### src/rtl/mem_burst_reader.sv
// Burst read DMA stage: streams num_beats memory rows from base_addr into a
// credit-guarded capture FIFO that drains through a valid/ready output.
`ifndef ADDR_WIDTH
`define ADDR_WIDTH 16
`endif

module mem_burst_reader #(
    parameter int ADDR_WIDTH = `ADDR_WIDTH,
    parameter int DATA_WIDTH = 32,
    parameter int BANDWIDTH  = 8,
    parameter int LEN_WIDTH  = 16,
    parameter int FIFO_DEPTH = 4
) (
    input  logic                            clock,
    input  logic                            reset_n,
    input  logic                            start,
    input  logic [ADDR_WIDTH-1:0]           base_addr,
    input  logic [LEN_WIDTH-1:0]            num_beats,
    output logic                            busy,
    output logic                            done,
    output logic                            mem_read,
    output logic [ADDR_WIDTH-1:0]           mem_address,
    input  logic [BANDWIDTH*DATA_WIDTH-1:0] mem_readdata,
    output logic                            out_valid,
    input  logic                            out_ready,
    output logic [BANDWIDTH*DATA_WIDTH-1:0] out_data,
    output logic                            out_last
);

    localparam int RW = BANDWIDTH * DATA_WIDTH;
    localparam int PW = $clog2(FIFO_DEPTH);
    localparam int CW = PW + 1;

    typedef enum logic [1:0] {IDLE, RUN, FINISH} state_t;

    state_t                  state, state_next;
    logic [ADDR_WIDTH-1:0]   next_addr, issue_addr;
    logic [LEN_WIDTH-1:0]    issue_cnt, ret_cnt, issue_left;
    logic                    pending;
    logic [RW-1:0]           fifo_data [FIFO_DEPTH];
    logic [FIFO_DEPTH-1:0]   fifo_last;
    logic [PW-1:0]           wr_ptr, rd_ptr;
    logic [CW-1:0]           fifo_count;
    logic [CW:0]             credit;
    logic                    accept, issue, push, pop, last_pop, drained;

    assign busy      = (state != IDLE);
    assign done      = (state == FINISH);
    assign out_valid = (fifo_count != '0);
    assign out_data  = out_valid ? fifo_data[rd_ptr] : '0;
    assign out_last  = out_valid & fifo_last[rd_ptr];

    always_comb begin
        push       = pending;
        pop        = out_valid & out_ready;
        last_pop   = pop & fifo_last[rd_ptr];
        accept     = (state == IDLE) && start;
        issue_addr = accept ? base_addr : next_addr;
        issue_left = accept ? num_beats : issue_cnt;
        // Reads already committed: buffered, returning now, and launched now.
        credit     = {1'b0, fifo_count} + (CW+1)'(pending) + (CW+1)'(mem_read);
        drained    = (issue_cnt == '0) && (ret_cnt == '0) && !pending &&
                     !mem_read && (fifo_count == '0);
        issue      = 1'b0;
        if (accept)
            issue = (num_beats != '0);
        else if (state == RUN)
            issue = (issue_cnt != '0) && (credit < (CW+1)'(FIFO_DEPTH));
        state_next = state;
        unique case (state)
            IDLE:    if (start) state_next = RUN;
            // An empty request idles one cycle in RUN so done follows start by two.
            RUN:     if (last_pop || drained) state_next = FINISH;
            FINISH:  state_next = IDLE;
            default: state_next = IDLE;
        endcase
    end

    always_ff @(posedge clock or negedge reset_n) begin
        if (!reset_n) begin
            state       <= IDLE;
            mem_read    <= 1'b0;
            mem_address <= '0;
            next_addr   <= '0;
            issue_cnt   <= '0;
            ret_cnt     <= '0;
            pending     <= 1'b0;
            wr_ptr      <= '0;
            rd_ptr      <= '0;
            fifo_count  <= '0;
            fifo_last   <= '0;
        end else begin
            state    <= state_next;
            mem_read <= issue;
            pending  <= mem_read;
            if (accept) begin
                next_addr <= base_addr;
                issue_cnt <= num_beats;
                ret_cnt   <= num_beats;
            end
            if (issue) begin
                mem_address <= issue_addr;
                next_addr   <= issue_addr + ADDR_WIDTH'(1);
                issue_cnt   <= issue_left - LEN_WIDTH'(1);
            end
            if (push) begin
                fifo_last[wr_ptr] <= (ret_cnt == LEN_WIDTH'(1));
                wr_ptr            <= wr_ptr + PW'(1);
                ret_cnt           <= ret_cnt - LEN_WIDTH'(1);
            end
            if (pop)
                rd_ptr <= rd_ptr + PW'(1);
            fifo_count <= fifo_count + CW'(push) - CW'(pop);
        end
    end

    always_ff @(posedge clock) begin
        if (push)
            fifo_data[wr_ptr] <= mem_readdata;
    end

endmodule
### config.mk
export PLATFORM = sky130hd
export DESIGN_NAME = mem_burst_reader
export DESIGN_NICKNAME = d
export VERILOG_FILES = /design/src/rtl/mem_burst_reader.sv
export SDC_FILE = /design/constraint.sdc
export NUM_CORES = 1
export LEC_CHECK = 0
export CORE_AREA = 5 5 197 390
export DETAILED_ROUTE_END_ITERATION = 7
export DIE_AREA = 0 0 202 395
export PLACE_DENSITY_LB_ADDON = 0.12
export SLEW_MARGIN = 20
export SYNTH_ARGS = -nofsm -noshare
export SYNTH_HDL_FRONTEND = slang
export SYNTH_SLANG_ARGS = --single-unit
### constraint.sdc
create_clock -name clock -period 13.9 [get_ports clock]
set_clock_uncertainty 0.1 [all_clocks]
set_input_delay 1.39 -clock clock [delete_from_list [all_inputs] [get_ports clock]]
set_output_delay 1.39 -clock clock [all_outputs]
set_load 0.02 [all_outputs]
# == After elaboration in Yosys (flattened, before gate mapping) ==
# Memory sizes are Yosys's and may differ from the RTL's.
# Cells that the tools add are included.
# classes
muxes,19
bitwise_logic,3
n_eq_ne,5
n_reduce_logical,20
add_sub_neg,9
magnitude_cmp,4
# ops
cell,count
2-to-1 mux 256 bit,1
2-to-1 mux 16 bit,6
zero test 16 bit,2
nonzero test 16 bit,2
"subtractor 16 x 1 -> 16 bit, second input constant",2
"adder 16 x 1 -> 16 bit, second input constant",1
"== test 16 x 1 -> 1 bit, second input constant",1
logical AND 1 bit,7
"< comparator 2 x 3 -> 1 bit, second input constant",2
2-to-1 mux 1 bit,6
"adder 2 x 1 -> 2 bit, second input constant",2
adder 3 x 1 -> 4 bit,1
adder 4 x 1 -> 4 bit,1
bitwise mux 4 bit,1
"< comparator 4 x 3 -> 1 bit, second input constant",1
2-to-1 mux 2 bit,2
one-hot mux 2 bit (2 select lines),1
nonzero test 2 bit,2
adder 3 x 1 -> 3 bit,1
bitwise AND 1 bit,3
zero test 3 bit,1
nonzero test 3 bit,1
subtractor 3 x 1 -> 3 bit,1
binary-select mux 1 bit (select 2 bit),1
other kinds (10),11
# word_totals
mem_bits_rw,1024
regBits,79
elab_cells,72
memories,1
input_bits,292
out_inout_bits,277
# mem_list
name,words,width,rd,rd_ports_with_merged_regs,wr,line,rtl
fifo_data,4,256,1,0,1,40,logic [RW-1:0] fifo_data [FIFO_DEPTH];

# == Depth between registers and ports, before layout ==
# depth
depth_word,8
ltp_mapped,10
depth_no_buf,8

# == Least setup slack after synthesis ==
# No wires, ideal clock.
# synth_timing
path_kind,reg2reg
from,reg pending
to,reg fifo_last[2]
stages_incl_launch_ff,4
arrival_ps,7398
setup_ps,96
synth_period_minus_slack_ps,7594
slack_ps,6306
n_path_buf,1
t_required_ps,13704
path_cell_list,dfrtp_1 -> clkbuf_1 -> and2_1 -> mux2_2
# synth_lines
element,line,rtl
from (decl),39,logic pending;
from (signal assigned),95,pending <= mem_read;
"to (signal, indexed assignment)",107,fifo_last[wr_ptr] <= (ret_cnt == LEN_WIDTH'(1));
to (decl),41,logic [FIFO_DEPTH-1:0] fifo_last;

# == Final worst setup path ==
# layout_timing
from,reg rd_ptr[0]
to,out out_data[97]
# layout_via
elab_chain_cells,2
# layout_rtl
element,line,rtl
from (decl),42,"logic [PW-1:0] wr_ptr, rd_ptr;"
from (signal assigned),112,rd_ptr <= rd_ptr + PW'(1);
memory (4 x 256 bit),--,
2-to-1 mux 256 bit,50,assign out_data = out_valid ? fifo_data[rd_ptr] : '0;
to (decl),26,"output logic [BANDWIDTH*DATA_WIDTH-1:0] out_data,"
# No other way between the ends.

==> flow_summary_export.csv <==
group,metric,value,unit
final_layout,fin_util,0.716,
worst_hold_path,holdCritPathClass,"flip-flop to flip-flop",
global_routing,grt_pass1_vias,23300,
clocking,cts_resized,0,
critical_path,end_kind,"primary output",
synthesis,yosysWarnings,0,
clocking,holdBufCountCts,0,
clocking,clock_sinks,1103,
routing,avgViaCountPerCell,5.88,
timing,drv_slew,0,
routing,ant_nets,0,
synthesis,synthArstFlopShare,0.0716,
clocking,htreeDepth,3,
critical_path,crit_fanout,51,
critical_path,cp_slowest_cell,"buf_4",
final_layout,final_cells,3681,
place,dp.final_hpwl,61600,µm
power,vdd_drop_max,0.000230,V
place,pre_cts_ws,8350,ps
critical_path,cp_slowest_stage_delay,820,ps
clocking,ctsRootBufferMaster,"clkbuf_16",
timing,worstMarginPinSlew,1150,ps
place,gp_congestion,0.835,
floorplan,dieHeight,395,µm
floorplan,die_area,0.0798,mm²
critical_path,crit_arrival,4300,ps
place,place_inst,3488,
timing,holdWs,394,ps
final_layout,design_area,0.0527,mm²
routing,vias,21600,
critical_path,critPathKind,"flip-flop to primary output",
run_status,status,"completed",
synthesis,synth_ff_type,"edfxtp_1",
critical_path,r2r_end,"fifo_data[1][99]$_DFFE_PP_",
synthesis,yosysUniqueCellTypes,56,
timing,hold_viol_final,0,
clocking,clock_latency,650,ps
timing,fin_crit_sh,0.417,
synthesis,syn_avg_cell_area,20.7,µm²
routing,detailedRoute.firstIterationViolations,1652,
final_layout,area_delta_synth_final,22.6,%
global_routing,grt_max_degree,163,
clocking,postCtsSetupBuffers,0,
floorplan,coreArea,0.0736,mm²
timing,slew_headroom,0.231,
power,p_total,12.2,mW
place,io_buffers,568,
final_layout,multi_input_area,0.00977,mm²
critical_path,rrSetupSlack,9880,ps
clocking,clk_path_buf_depth,3,
final_layout,nets,2960,
timing,clock.fmax,0.173,GHz
synthesis,postSynthCellCount,2073,
place,placed_area,0.0496,mm²
timing,setup_ws,8110,ps
routing,drt_pass1_iterations,5,
final_layout,fill_cells,4453,
synthesis,synth-edff-count,1024,
routing,routed_wl,96400,µm
timing,tns,0,ps
clocking,clkTransAtPathRegs,60,ps
critical_path,timing.reg2reg.worst_path_depth,5,
synthesis,syn_nets,2379,
critical_path,r2r-start,"pending$_DFF_PN0_",
critical_path,cp_cell_sequence,"buf_6 -> buf_4 -> mux4_2 -> and2_1 -> clkdlybuf4s50_1",
global_routing,grt_pass1_wl,146000,µm
routing,drc,0,
timing,rsz0062_at_grt,"no",
timing,setup_viol,0,
global_routing,grt.overflow.total,0,
worst_hold_path,hp-start,"mem_read$_DFF_PN0_",
floorplan,chipWidth,202,µm
final_layout,drive_gt1_frac,0.165,
worst_hold_path,hold_depth,0,
routing,routedWlPerCell,26.2,µm
synthesis,seq_area_frac_synth,0.761,
worst_hold_path,whs_endpoint,"pending$_DFF_PN0_",
floorplan,ios,569,
floorplan,start_util,0.584,
timing,min_period,5790,ps
clocking,numCtsBuffers,91,
critical_path,cp.required,12410,ps
synthesis,synth_area,0.0430,mm²
clocking,cts_tree,"built",
floorplan,rows,141,
critical_path,start_kind,"flip-flop",
final_layout,regArea,0.0327,mm²
power,power_density,231,mW/mm²
global_routing,antenna_found_initial,35,
synthesis,ys_ff_latch,1103,
global_routing,grt.total_usage,0.242,
flow_run,max_cap_violations,0,
power,p_leak,17.2,nW
-- metal layers --
layer | part of all wire | GRT usage | vias up | routed length (µm)
li1 | - | - | 9458 | -
met1 | 0.37 | 0.305 | 11200 | 35600
met2 | 0.51 | 0.395 | 812 | 48700
met3 | 0.10 | 0.0928 | 137 | 9680
met4 | 0.024 | 0.0705 | 22 | 2290
met5 | 0.0016 | 0 | - | 153
-- layout by cell type, fill, tap and decap left out, drive strengths merged, types with 5 or more instances in the layout --
master | synthesis | final
nand3 | 15 | 15
nand2 | 41 | 41
nor3 | 22 | 22
and2 | 268 | 268
ha | 13 | 13
dfrtp | 79 | 79
diode | 0 | 24
bufinv | 0 | 9
mux2i | 39 | 39
xnor2 | 24 | 24
clkbuf | 60 | 108
clkdlybuf4s50 | 0 | 567
nor2 | 39 | 39
buf | 47 | 28
or3 | 5 | 5
nor3b | 6 | 6
a211oi | 11 | 11
mux2 | 5 | 5
xor2 | 24 | 24
o21ai | 12 | 12
mux4 | 257 | 257
inv | 11 | 15
clkinv | 0 | 43
edfxtp | 1024 | 1024
a21oi | 30 | 30
-- kinds of logic (layout without fill, tap and decap cells) --
| kind of cell | after synthesis | after routing | synth area share |
|---|---|---|---|
| xor+xnor | 48 | 48 | 0.00978 |
| compound gates | 65 | 65 | 0.00984 |
| fa+ha+maj | 14 | 14 | 0.00425 |
| buf+inv | 118 | 773 | 0.0119 |
| simple gates | 424 | 424 | 0.0580 |
| mux | 301 | 301 | 0.145 |
| other cells | 0 | 24 | 0 |
| flops | 1103 | 1103 | 0.761 |
-- sequential cells by signal (all words and copies together), names as in the netlist --
signal and flops:
mem_read 1, wr_ptr 2, pending 1, mem_address 16
fifo_data 1024, state 2, fifo_last 4, issue_cnt 16
ret_cnt 16, fifo_count 3, rd_ptr 2, next_addr 16
-- report_power, final --
part           leakage (nW)  switching, mW  internal, mW
clock network          1.45           1.14          1.40
registers              10.3          0.262          4.40
logic                  5.53           2.64          2.35
-- cell usage after synthesis, types with 3 or more instances --
library cell / number / area share
mux2_2: 4 / 0.0010
nand3b_1: 3 / 0.00052
a211oi_1: 10 / 0.0017
and3_1: 4 / 0.00058
mux2i_1: 39 / 0.0091
nand4_1: 3 / 0.00044
and2_1: 268 / 0.039
o22a_1: 3 / 0.00061
nor3b_1: 5 / 0.00087
or3_1: 5 / 0.00073
nand3_1: 15 / 0.0017
dfrtp_1: 79 / 0.046
a21oi_1: 29 / 0.0034
mux4_2: 257 / 0.13
nor3_1: 20 / 0.0023
buf_2: 32 / 0.0037
o21ai_0: 10 / 0.0012
xnor2_1: 24 / 0.0049
ha_1: 13 / 0.0038
nand2_1: 40 / 0.0035
edfxtp_1: 1024 / 0.72
a31oi_1: 4 / 0.00058
buf_6: 3 / 0.00079
buf_1: 10 / 0.00087
clkbuf_1: 60 / 0.0052
xor2_1: 24 / 0.0049
nor2_1: 39 / 0.0034
inv_1: 11 / 0.00096
nand2b_1: 3 / 0.00044
-- critical path: cells and delay by family, from the launching register on --
kind	cells	cell delay, ps
buffers and inverters	3	2030
DFF	1	700
muxes	1	610
and+or+nand+nor	1	190
-- how the worst max path moves through the flow --
stage / start / end / slack [ps] / cells after the start
after detailed placement: rd_ptr[0]$_DFFE_PN0P_ / out_data[226] / 8350 / 5
after floorplan: pending$_DFF_PN0_ / fifo_last[2]$_DFFE_PN0P_ / 6310 / 3
after CTS: rd_ptr[0]$_DFFE_PN0P_ / out_data[229] / 7620 / 5
final: rd_ptr[0]$_DFFE_PN0P_ / out_data[97] / 8110 / 5
after global routing: rd_ptr[0]$_DFFE_PN0P_ / out_data[97] / 7700 / 5
after global placement: rd_ptr[0]$_DFFE_PN0P_ / out_data[226] / 8430 / 5
-- layout make-up --
class / count / share of cell area
Clock inverter: 59 / 0.0108
Sequential cell: 1103 / 0.621
Antenna cell: 24 / 0.00114
Clock buffer: 108 / 0.0452
Tap cell: 929 / 0.0221
Multi-Input combinational cell: 852 / 0.185
Timing Repair Buffer: 595 / 0.114
Inverter: 11 / 0.000783
Power figures use the tool's default switching activity.
